<file path="src/rtl/riscv_pkg.sv">
// Shared core types plus configuration helpers for the pipelined adder.
package riscv_pkg;

  // Core datapath word.
  typedef logic [31:0] data_t;

  // Default pipeline depth of the execute-stage adder.
  localparam int unsigned ADDER_DEFAULT_STAGES = 4;

  // A split is legal when there is at least one stage and every chunk has the same width.
  function automatic bit adder_cfg_ok(input int unsigned width, input int unsigned stages);
    return (stages >= 1) && ((width % stages) == 0);
  endfunction

endpackage

</file>
<file path="src/rtl/pipelined_carry_adder_chunk.sv">
// adder_chunk: combinational CW-bit slice of the pipelined adder.
// Exports the carry out of the slice and the carry into its top bit, so the
// last slice can form signed overflow.
module adder_chunk #(
  parameter int unsigned CW = 8
) (
  input  logic [CW-1:0] a_i,
  input  logic [CW-1:0] b_i,
  input  logic          c_i,
  output logic [CW-1:0] sum_o,
  output logic          c_o,
  output logic          c_msb_o
);

  logic [CW:0] full_w;

  assign full_w  = {1'b0, a_i} + {1'b0, b_i} + {{CW{1'b0}}, c_i};
  assign sum_o   = full_w[CW-1:0];
  assign c_o     = full_w[CW];
  // The sum bit is a ^ b ^ carry-in, so the carry into the top bit falls out by xor.
  assign c_msb_o = a_i[CW-1] ^ b_i[CW-1] ^ full_w[CW-1];

endmodule

</file>
<file path="src/rtl/pipelined_carry_adder.sv">
// pipelined_carry_adder: WIDTH-bit add/subtract split into STAGES equal chunks,
// one chunk per pipeline stage, carry registered between stages. Global stall
// (advance = !valid_o | ready_i), one-cycle flush of all in-flight operations.
// Optional: define PIPE_ADDER_TAG_EN to carry a TAG_WIDTH-bit tag with each op.
module pipelined_carry_adder
  import riscv_pkg::*;
#(
  parameter int unsigned WIDTH  = $bits(data_t),
  parameter int unsigned STAGES = ADDER_DEFAULT_STAGES
`ifdef PIPE_ADDER_TAG_EN
  ,
  parameter int unsigned TAG_WIDTH = 4
`endif
) (
  input  logic             clk_i,
  input  logic             rst_ni,
  input  logic             flush_i,
  input  logic             valid_i,
  output logic             ready_o,
  input  logic             inv_b_i,
  input  logic             carry_in_i,
  input  logic [WIDTH-1:0] data_a_i,
  input  logic [WIDTH-1:0] data_b_i,
  output logic             valid_o,
  input  logic             ready_i,
`ifdef PIPE_ADDER_TAG_EN
  input  logic [TAG_WIDTH-1:0] tag_i,
  output logic [TAG_WIDTH-1:0] tag_o,
`endif
  output logic [WIDTH-1:0] result_o,
  output logic             carry_out_o,
  output logic             overflow_o
);

  localparam int unsigned CW = (STAGES >= 1) ? (WIDTH / STAGES) : WIDTH;

  // Per-stage state. word holds finished result chunks in its low bits and the
  // still-unconsumed chunks of operand A above them, so A's remainder and the
  // finished result share one register. B's remainder shrinks per stage and
  // lives in gen_brem.
  typedef struct packed {
    logic             valid;
    logic             carry;
    logic [WIDTH-1:0] word;
  } adder_stage_t;

  logic             advance;
  logic [WIDTH-1:0] b_eff;

  if (!adder_cfg_ok(WIDTH, STAGES)) begin : gen_bad_cfg
    $error("pipelined_carry_adder: STAGES must be >= 1 and divide WIDTH exactly");
  end

  assign b_eff   = data_b_i ^ {WIDTH{inv_b_i}};
  assign advance = ~valid_o | ready_i;
  assign ready_o = advance;

  genvar gi;
  for (gi = 0; gi < STAGES; gi++) begin : gen_stage
    localparam int unsigned LO   = gi * CW;
    localparam int unsigned IN_W = WIDTH - LO;

    adder_stage_t     st_q;
    adder_stage_t     st_d;
    logic             v_in;
    logic             c_in;
    logic [WIDTH-1:0] word_in;
    logic [IN_W-1:0]  b_src;
    logic [CW-1:0]    sum_w;
    logic             cout_w;
    logic             cmsb_w;
`ifdef PIPE_ADDER_TAG_EN
    logic [TAG_WIDTH-1:0] tag_src;
    logic [TAG_WIDTH-1:0] tag_q;
`endif

    if (gi == 0) begin : gen_head
      assign v_in    = valid_i;
      assign c_in    = carry_in_i;
      assign word_in = data_a_i;
      assign b_src   = b_eff;
`ifdef PIPE_ADDER_TAG_EN
      assign tag_src = tag_i;
`endif
    end else begin : gen_link
      assign v_in    = gen_stage[gi-1].st_q.valid;
      assign c_in    = gen_stage[gi-1].st_q.carry;
      assign word_in = gen_stage[gi-1].st_q.word;
      assign b_src   = gen_stage[gi-1].gen_brem.b_rem_q;
`ifdef PIPE_ADDER_TAG_EN
      assign tag_src = gen_stage[gi-1].tag_q;
`endif
    end

    adder_chunk #(.CW(CW)) u_chunk (
      .a_i     (word_in[LO +: CW]),
      .b_i     (b_src[CW-1:0]),
      .c_i     (c_in),
      .sum_o   (sum_w),
      .c_o     (cout_w),
      .c_msb_o (cmsb_w)
    );

    // Next state: this stage's chunk of the word is replaced by its sum.
    always_comb begin
      st_d.valid         = v_in;
      st_d.carry         = cout_w;
      st_d.word          = word_in;
      st_d.word[LO +: CW] = sum_w;
    end

    // Valid bit follows the global stall and flush; data loads only on a valid advance.
    always_ff @(posedge clk_i or negedge rst_ni) begin
      if (!rst_ni) begin
        st_q <= '0;
      end else begin
        if (flush_i) begin
          st_q.valid <= 1'b0;
        end else if (advance) begin
          st_q.valid <= st_d.valid;
        end
        if (advance && v_in) begin
          st_q.carry <= st_d.carry;
          st_q.word  <= st_d.word;
        end
      end
    end

    if (gi < STAGES - 1) begin : gen_brem
      logic [IN_W-CW-1:0] b_rem_q;
      // Keep only the B chunks later stages still need.
      always_ff @(posedge clk_i or negedge rst_ni) begin
        if (!rst_ni) begin
          b_rem_q <= '0;
        end else if (advance && v_in) begin
          b_rem_q <= b_src[IN_W-1:CW];
        end
      end
    end

    if (gi == STAGES - 1) begin : gen_tail
      logic ovf_q;
      // Signed overflow of the whole word comes from the top chunk only.
      always_ff @(posedge clk_i or negedge rst_ni) begin
        if (!rst_ni) begin
          ovf_q <= 1'b0;
        end else if (advance && v_in) begin
          ovf_q <= cout_w ^ cmsb_w;
        end
      end
    end else begin : gen_mid
      logic unused_cmsb_w;
      assign unused_cmsb_w = cmsb_w;
    end

`ifdef PIPE_ADDER_TAG_EN
    // The tag rides along with its operation under the same load condition.
    always_ff @(posedge clk_i or negedge rst_ni) begin
      if (!rst_ni) begin
        tag_q <= '0;
      end else if (advance && v_in) begin
        tag_q <= tag_src;
      end
    end
`endif
  end

  assign valid_o     = gen_stage[STAGES-1].st_q.valid;
  assign result_o    = gen_stage[STAGES-1].st_q.word;
  assign carry_out_o = gen_stage[STAGES-1].st_q.carry;
  assign overflow_o  = gen_stage[STAGES-1].gen_tail.ovf_q;
`ifdef PIPE_ADDER_TAG_EN
  assign tag_o       = gen_stage[STAGES-1].tag_q;
`endif

endmodule

</file>
<file path="config.mk">
export PLATFORM = sky130hd
export DESIGN_NAME = pipelined_carry_adder
export DESIGN_NICKNAME = d
export VERILOG_FILES = /design/src/rtl/riscv_pkg.sv /design/src/rtl/pipelined_carry_adder_chunk.sv /design/src/rtl/pipelined_carry_adder.sv
export SDC_FILE = /design/constraint.sdc
export NUM_CORES = 1
export LEC_CHECK = 0
export CAP_MARGIN = 20
export CORE_ASPECT_RATIO = 1.5
export CORE_MARGIN = 5
export CORE_UTILIZATION = 55
export DETAILED_ROUTE_END_ITERATION = 16
export PLACE_DENSITY_LB_ADDON = 0.08
export SLEW_MARGIN = 20
export SYNTH_ARGS = -nofsm -noshare
export SYNTH_HDL_FRONTEND = slang
export SYNTH_SLANG_ARGS = --single-unit
</file>
<file path="constraint.sdc">
create_clock -name clk_i -period 2.8 [get_ports clk_i]
set_clock_uncertainty 0.15 [all_clocks]
set_input_delay 0.84 -clock clk_i [delete_from_list [all_inputs] [get_ports clk_i]]
set_output_delay 0.84 -clock clk_i [all_outputs]
set_load 0.005 [all_outputs]
</file>
# Word level (Yosys, flattened, before mapping)
# Index checks and enable logic that the tools add are counted.
[word_totals]
romBits = 0
out_inout_bits = 36
ram_bits = 0
register_bits = 185
in_bits = 71
latch_bits = 0
memories = 0
[classes]
n_mul = 0
n_div = 0
magnitude_cmp = 0
n_mux = 8
n_reduce_logical = 5
addsub = 8
bitwise_logic = 6
n_eq_ne = 0
shift = 0
[ops]
columns = ["cell", "n"]
rows = [
  ["$add 8x8->9", 4],
  ["$add 9x1->9", 4],
  ["$xor 32x32->32", 1],
  ["$mux 1", 8],
  ["$logic_and 1x1->1", 4],
  ["$xor 1x1->1", 3],
  ["$reduce_bool 2->1", 1],
  ["$not 1->1", 1],
  ["$or 1x1->1", 1],
]

# Depth between registers and ports, before layout
[logic_depth]
word_depth = 4
depth_mapped = 11
depth_no_buf = 9

# By module
# Synthesis repeated with hierarchy kept, for this count alone.
[hier_totals]
cells_unflattened = 638
hier_area_um2 = 8639.5
[by_module_without_submodules]
columns = ["mod", "area_each_um2", "instances", "cells_each"]
rows = [
  ["pipelined_carry_adder", 7220.7, 1, 466],
  ["adder_chunk (gen_stage[2].u_chunk ...)", 364.1, 2, 43],
  ["adder_chunk (gen_stage[0].u_chunk ...)", 345.3, 2, 43],
]

# Worst setup path before layout
# OpenSTA, ideal clock, no wires.
[synth_path]
path_type = "input-to-reg"
start = "in inv_b_i"
end = "reg gen_stage[0].st_q (netlist bit gen_stage[1].word_in[6])"
cell_stages = 11
setup_slack_ns = -0.314
required_time_ns = 2.555
arrival_time_ns = 2.868
setup_time_ns = 0.095
cell_sequence = "clkbuf_1 -> buf_2 -> xnor2_1 -> fa_1 -> fa_1 -> nor2b_1 -> o21ai_0 -> nand2b_1 -> a21o_1 -> a211oi_1 -> o31ai_1"
[synth_between]
elab_chain_len = 3
[synth_lines]
columns = ["element", "line", "source"]
rows = [
  ["from (decl)", "pipelined_carry_adder.sv:20", "input logic inv_b_i,"],
  ["$xor 32x32->32", "pipelined_carry_adder.sv:54", "assign b_eff = data_b_i ^ {WIDTH{inv_b_i}};"],
  ["$add 8x8->9", "pipelined_carry_adder_chunk.sv:17", "assign full_w = {1'b0, a_i} + {1'b0, b_i} + {{CW{1'b0}}, c_i};"],
  ["$add 9x1->9", "pipelined_carry_adder_chunk.sv:17", ""],
  ["to (decl)", "pipelined_carry_adder.sv:63", "adder_stage_t st_q;"],
]
# Every way passes these cells.
# A chain may end at the register's enable or synchronous reset.

# Worst setup path in the final report
[layout_path]
start = "in ready_i"
end = "out ready_o"
[layout_between]
elab_chain_len = 1
[layout_lines]
columns = ["element", "line", "source"]
rows = [
  ["from (decl)", "pipelined_carry_adder.sv:25", "input logic ready_i,"],
  ["$or 1x1->1", "pipelined_carry_adder.sv:55", "assign advance = ~valid_o | ready_i;"],
  ["to (decl)", "pipelined_carry_adder.sv:19", "output logic ready_o,"],
]
# Every way passes these cells.

==> flow_summary_export.csv <==
group,metric,value,unit
run_status,status,"completed",
logic_synthesis,synth_fp_nets,736,
worst_setup_path,worstSetupStartpoint,"ready_i",
floorplanning,fp.coreArea,0.0146,mm²
floorplanning,row_count,54,
routing,wl_per_cell,16.6,µm
timing,setup_viol_count_final,0,
pwr,p_int,6.59,mW
global_route,grt_first_pass_wirelength,26900,µm
finish,finalInstanceArea,0.0104,mm²
routing,detail_route.drc_violations,0,
global_route,grt.overflow.total,0,
logic_synthesis,synth_area_leader_cell,"dfrtp_1",
logic_synthesis,post_synth_main_area_contributors,"dfrtp_1 (56%), mux2_2 (17%), xnor2_1 (4.4%), ha_1 (4.3%), o21ai_0 (3.5%)",
finish,final_net_count,867,
logic_synthesis,synth.yosys.seq_area_share,56.4,%
logic_synthesis,ys_ff_latch,185,
pwr,net-switching-power,2.45,mW
finish,non_filler_instance_count_after_layout,968,
pwr,share_seq_of_total_power,43.5,%
finish,drive_gt1_share,27.6,%
logic_synthesis,synth_cell_types,33,
timing,slew_viol_final,0,
worst_setup_path,timing.critical_path.to_type,"primary output",
routing,via_per_inst,5.31,
global_route,globalRouteTotalUtil,19.8,%
global_route,grt_antenna_before_repair,0,
floorplanning,ioPinCount,107,
pwr,combinational_fraction_of_design_power,28.3,%
worst_setup_path,worstRegToRegCells,8,
clock_network,clock_tree.htree_level_count,4,
floorplanning,die-area,0.0175,mm²
logic_synthesis,post_synth.cell_area_avg,13.1,µm²
worst_setup_path,worstPathArrival,1750,ps
routing,antenna_left,0,
place,dp_hpwl,11700,µm
pwr,p_sw_share,27.1,%
timing,achievable-frequency,365,MHz
timing,tightestPinTransition,531,ps
worst_setup_path,timing.rr.start,"gen_stage[1].gen_brem.b_rem_q[0]",
floorplanning,die_y,160,µm
logic_synthesis,ys_warn_count,0,
routing,drt_pre_antenna_iters,4,
worst_hold_path,hold_class,"in2async",
clock_network,tritoncts.num_buffers,17,
pwr,power-per-cell-area,866,mW/mm²
routing,drt_wl_total,16100,µm
routing,drt_iter0_markers,121,
logic_synthesis,synth_top_area_share,56.4,%
worst_setup_path,cp_data_required_time,1810,ps
place,io_buffers,106,
pwr,clock_power_share,28.2,%
timing,final.period_utilization,97.9,%
clock_network,ctsHoldBuffers,0,
worst_setup_path,worst-path-max-fanout,2,
timing,report.final.hold_viol_count,0,
clock_network,cts_root_buf,"clkbuf_16",
pwr,peakVddDrop,0.000417,V
place,gp_routability_congestion,0.827,
worst_setup_path,reg2reg_slack,130,ps
finish,fillers,1040,
clock_network,clkLatencyLatePin,420,ps
floorplanning,floorplan.initialDensity,56.3,%
global_route,vias_in_the_first_global_route,5658,
worst_setup_path,crit_slowest_cell,"clkdlybuf4s50_1",
job,maxCapViolations,0,
timing,slew_headroom,64.6,%
place,area_after_detailed_placement,0.00976,mm²
pwr,power.leakage,4.65,nW
logic_synthesis,post_synth_instance_area,0.00821,mm²
worst_setup_path,cpPeakStageDelay,440,ps
floorplanning,die_width,110,µm
routing,detailroute.via_count,5141,
clock_network,cts_tree,"yes",
worst_setup_path,r2r_endpoint,"gen_stage[3].c_in",
logic_synthesis,ys.flop_type,"dfrtp_1",
worst_setup_path,setup.worst_path.class,"in2out",
clock_network,sink_count,185,
logic_synthesis,gate_count_post_synth,629,
worst_setup_path,crit_chain,"dlygate4sd2_1, nor2b_2, inv_2, clkdlybuf4s50_1",
clock_network,clk_pin_slew,60,ps
global_route,pin_count_of_the_biggest_net_entering_global_routing,63,
clock_network,cts-root-to-sink-buffers,2,
timing,crit_path_time_final,2740,ps
worst_setup_path,critical_path.startpoint_type,"input pin",
place,placed_cells,934,
finish,insertedDiodeCount,0,
finish,flow.area_growth_from_synthesis,27.0,%
logic_synthesis,synth_enable_flop_cells,0,
timing,hold_ws,257,ps
logic_synthesis,ys_async_sr_fraction,100,%
==> Yosys cell counts (all sizes together) (3+ instances only) <==
master and count:
dfrtp 185, mux2 126, nand2 66, o21ai 59, xnor2 41, ha 28
buf 24, a21oi 18, a21o 15, xor2 15, inv 9, fa 8
clkbuf 5, nor2 5, nor2b 4, nor3 4, nand2b 3
==> power groups by stage <==
| stage | Sequential, mW | Combinational, mW | Clock (mW) |
|---|---|---|---|
| 2_1_floorplan | 3.85 | 1.57 | 0 |
| 3_3_place_gp | 3.93 | 2.47 | 0 |
| 3_5_place_dp | 3.98 | 2.57 | 0 |
| 4_1_cts | 3.94 | 2.59 | 2.61 |
| 5_1_grt | 4.03 | 2.84 | 2.72 |
| 6_report | 3.93 | 2.56 | 2.55 |
==> area by class of cell <==
class / instances / area (µm²) / share of cell area [%]
clock buffers: 19 / 433 / 4.15
multi-input cells: 406 / 3460 / 33.1
flip-flops and latches: 185 / 4630 / 44.4
clock inverters: 12 / 200 / 1.92
well taps: 196 / 245 / 2.35
inverters: 9 / 33.8 / 0.324
repair buffers: 141 / 1440 / 13.8
==> cell usage in the layout, fill, tap and decap left out, types with 4 or more instances in the layout <==
master	netlist	routed
a21oi_1	14	14
clkbuf_16	0	17
mux2_2	126	126
buf_12	0	9
fa_2	0	5
clkdlybuf4s50_1	0	101
ha_1	28	28
a21o_1	15	15
dfrtp_1	185	185
nor3_1	4	4
buf_4	4	26
bufinv_16	0	5
nand2_1	66	62
nor2_1	5	5
inv_1	8	7
o21ai_1	2	4
o21ai_0	57	55
xor2_1	15	15
xnor2_1	41	40
a21oi_2	4	4
==> logic make-up after synthesis <==
kind of cell,count (synthesis),synth area share [%]
XOR/XNOR,56,5.97
flip-flops,185,56.4
adder cells (fa/ha/maj),36,6.21
buffers and inverters,38,2.22
AND/OR/NAND/NOR,84,4.23
multiplexers,126,17.3
AO/OA/AOI/OAI,104,7.72
==> flip-flops by register name (all words and copies together) (netlist names) <==
register,flops
gen_stage.gen_brem.b_rem_q,48
gen_stage.v_in,3
carry_out_o,1
gen_stage.word_in,96
overflow_o,1
valid_o,1
result_o,32
gen_stage.c_in,3
==> metrics by stage <==
step           utilization, %  power, mW  TNS, ps  worst slack [ps]
6_report                 71.5       9.04        0              59.6
4_1_cts                  71.2       9.14        0              29.5
2_1_floorplan               -       5.42    -52.0             -52.0
5_1_grt                  71.5       9.59    -5.14             -5.14
3_5_place_dp             66.9       6.55    -1850              -446
3_3_place_gp             66.9       6.40    -1700              -389
==> per-layer routing <==
| layer | vias up | wire length (µm) | GRT usage [%] | share of wire, % |
|---|---|---|---|---|
| met1 | 2572 | 6400 | 23.5 | 40 |
| met4 | 0 | 397 | 7.71 | 2.5 |
| li1 | 2435 | - | - | - |
| met2 | 104 | 8630 | 33.9 | 54 |
| met3 | 30 | 649 | 4.85 | 4.0 |
| met5 | - | 0 | 0 | 0 |
==> critical path: cells and delay by family <==
kind / cells / cell delay [ps]
buffers and inverters: 3 / 760
AND/OR/NAND/NOR: 1 / 150
==> worst max path at each step <==
stage | to | slack (ps) | cells past startpoint
2_1_floorplan | gen_stage[1].word_in[6] | -50 | 11
3_3_place_gp | gen_stage[1].word_in[6] | -390 | 10
3_5_place_dp | gen_stage[1].word_in[6] | -450 | 10
4_1_cts | gen_stage[2].c_in | 30 | 8
5_1_grt | gen_stage[1].word_in[6] | -5 | 10
6_report | ready_o | 60 | 4
==> what timing repair did <==
action / in CTS / in global routing
gates resized for setup: 2 / 8
buffers inserted: 0 / 3
hold endpoints to repair: 0 / 0
setup endpoints to repair: 2 / 4
pin swaps: 0 / 4
(Power assumes the default switching activity.)
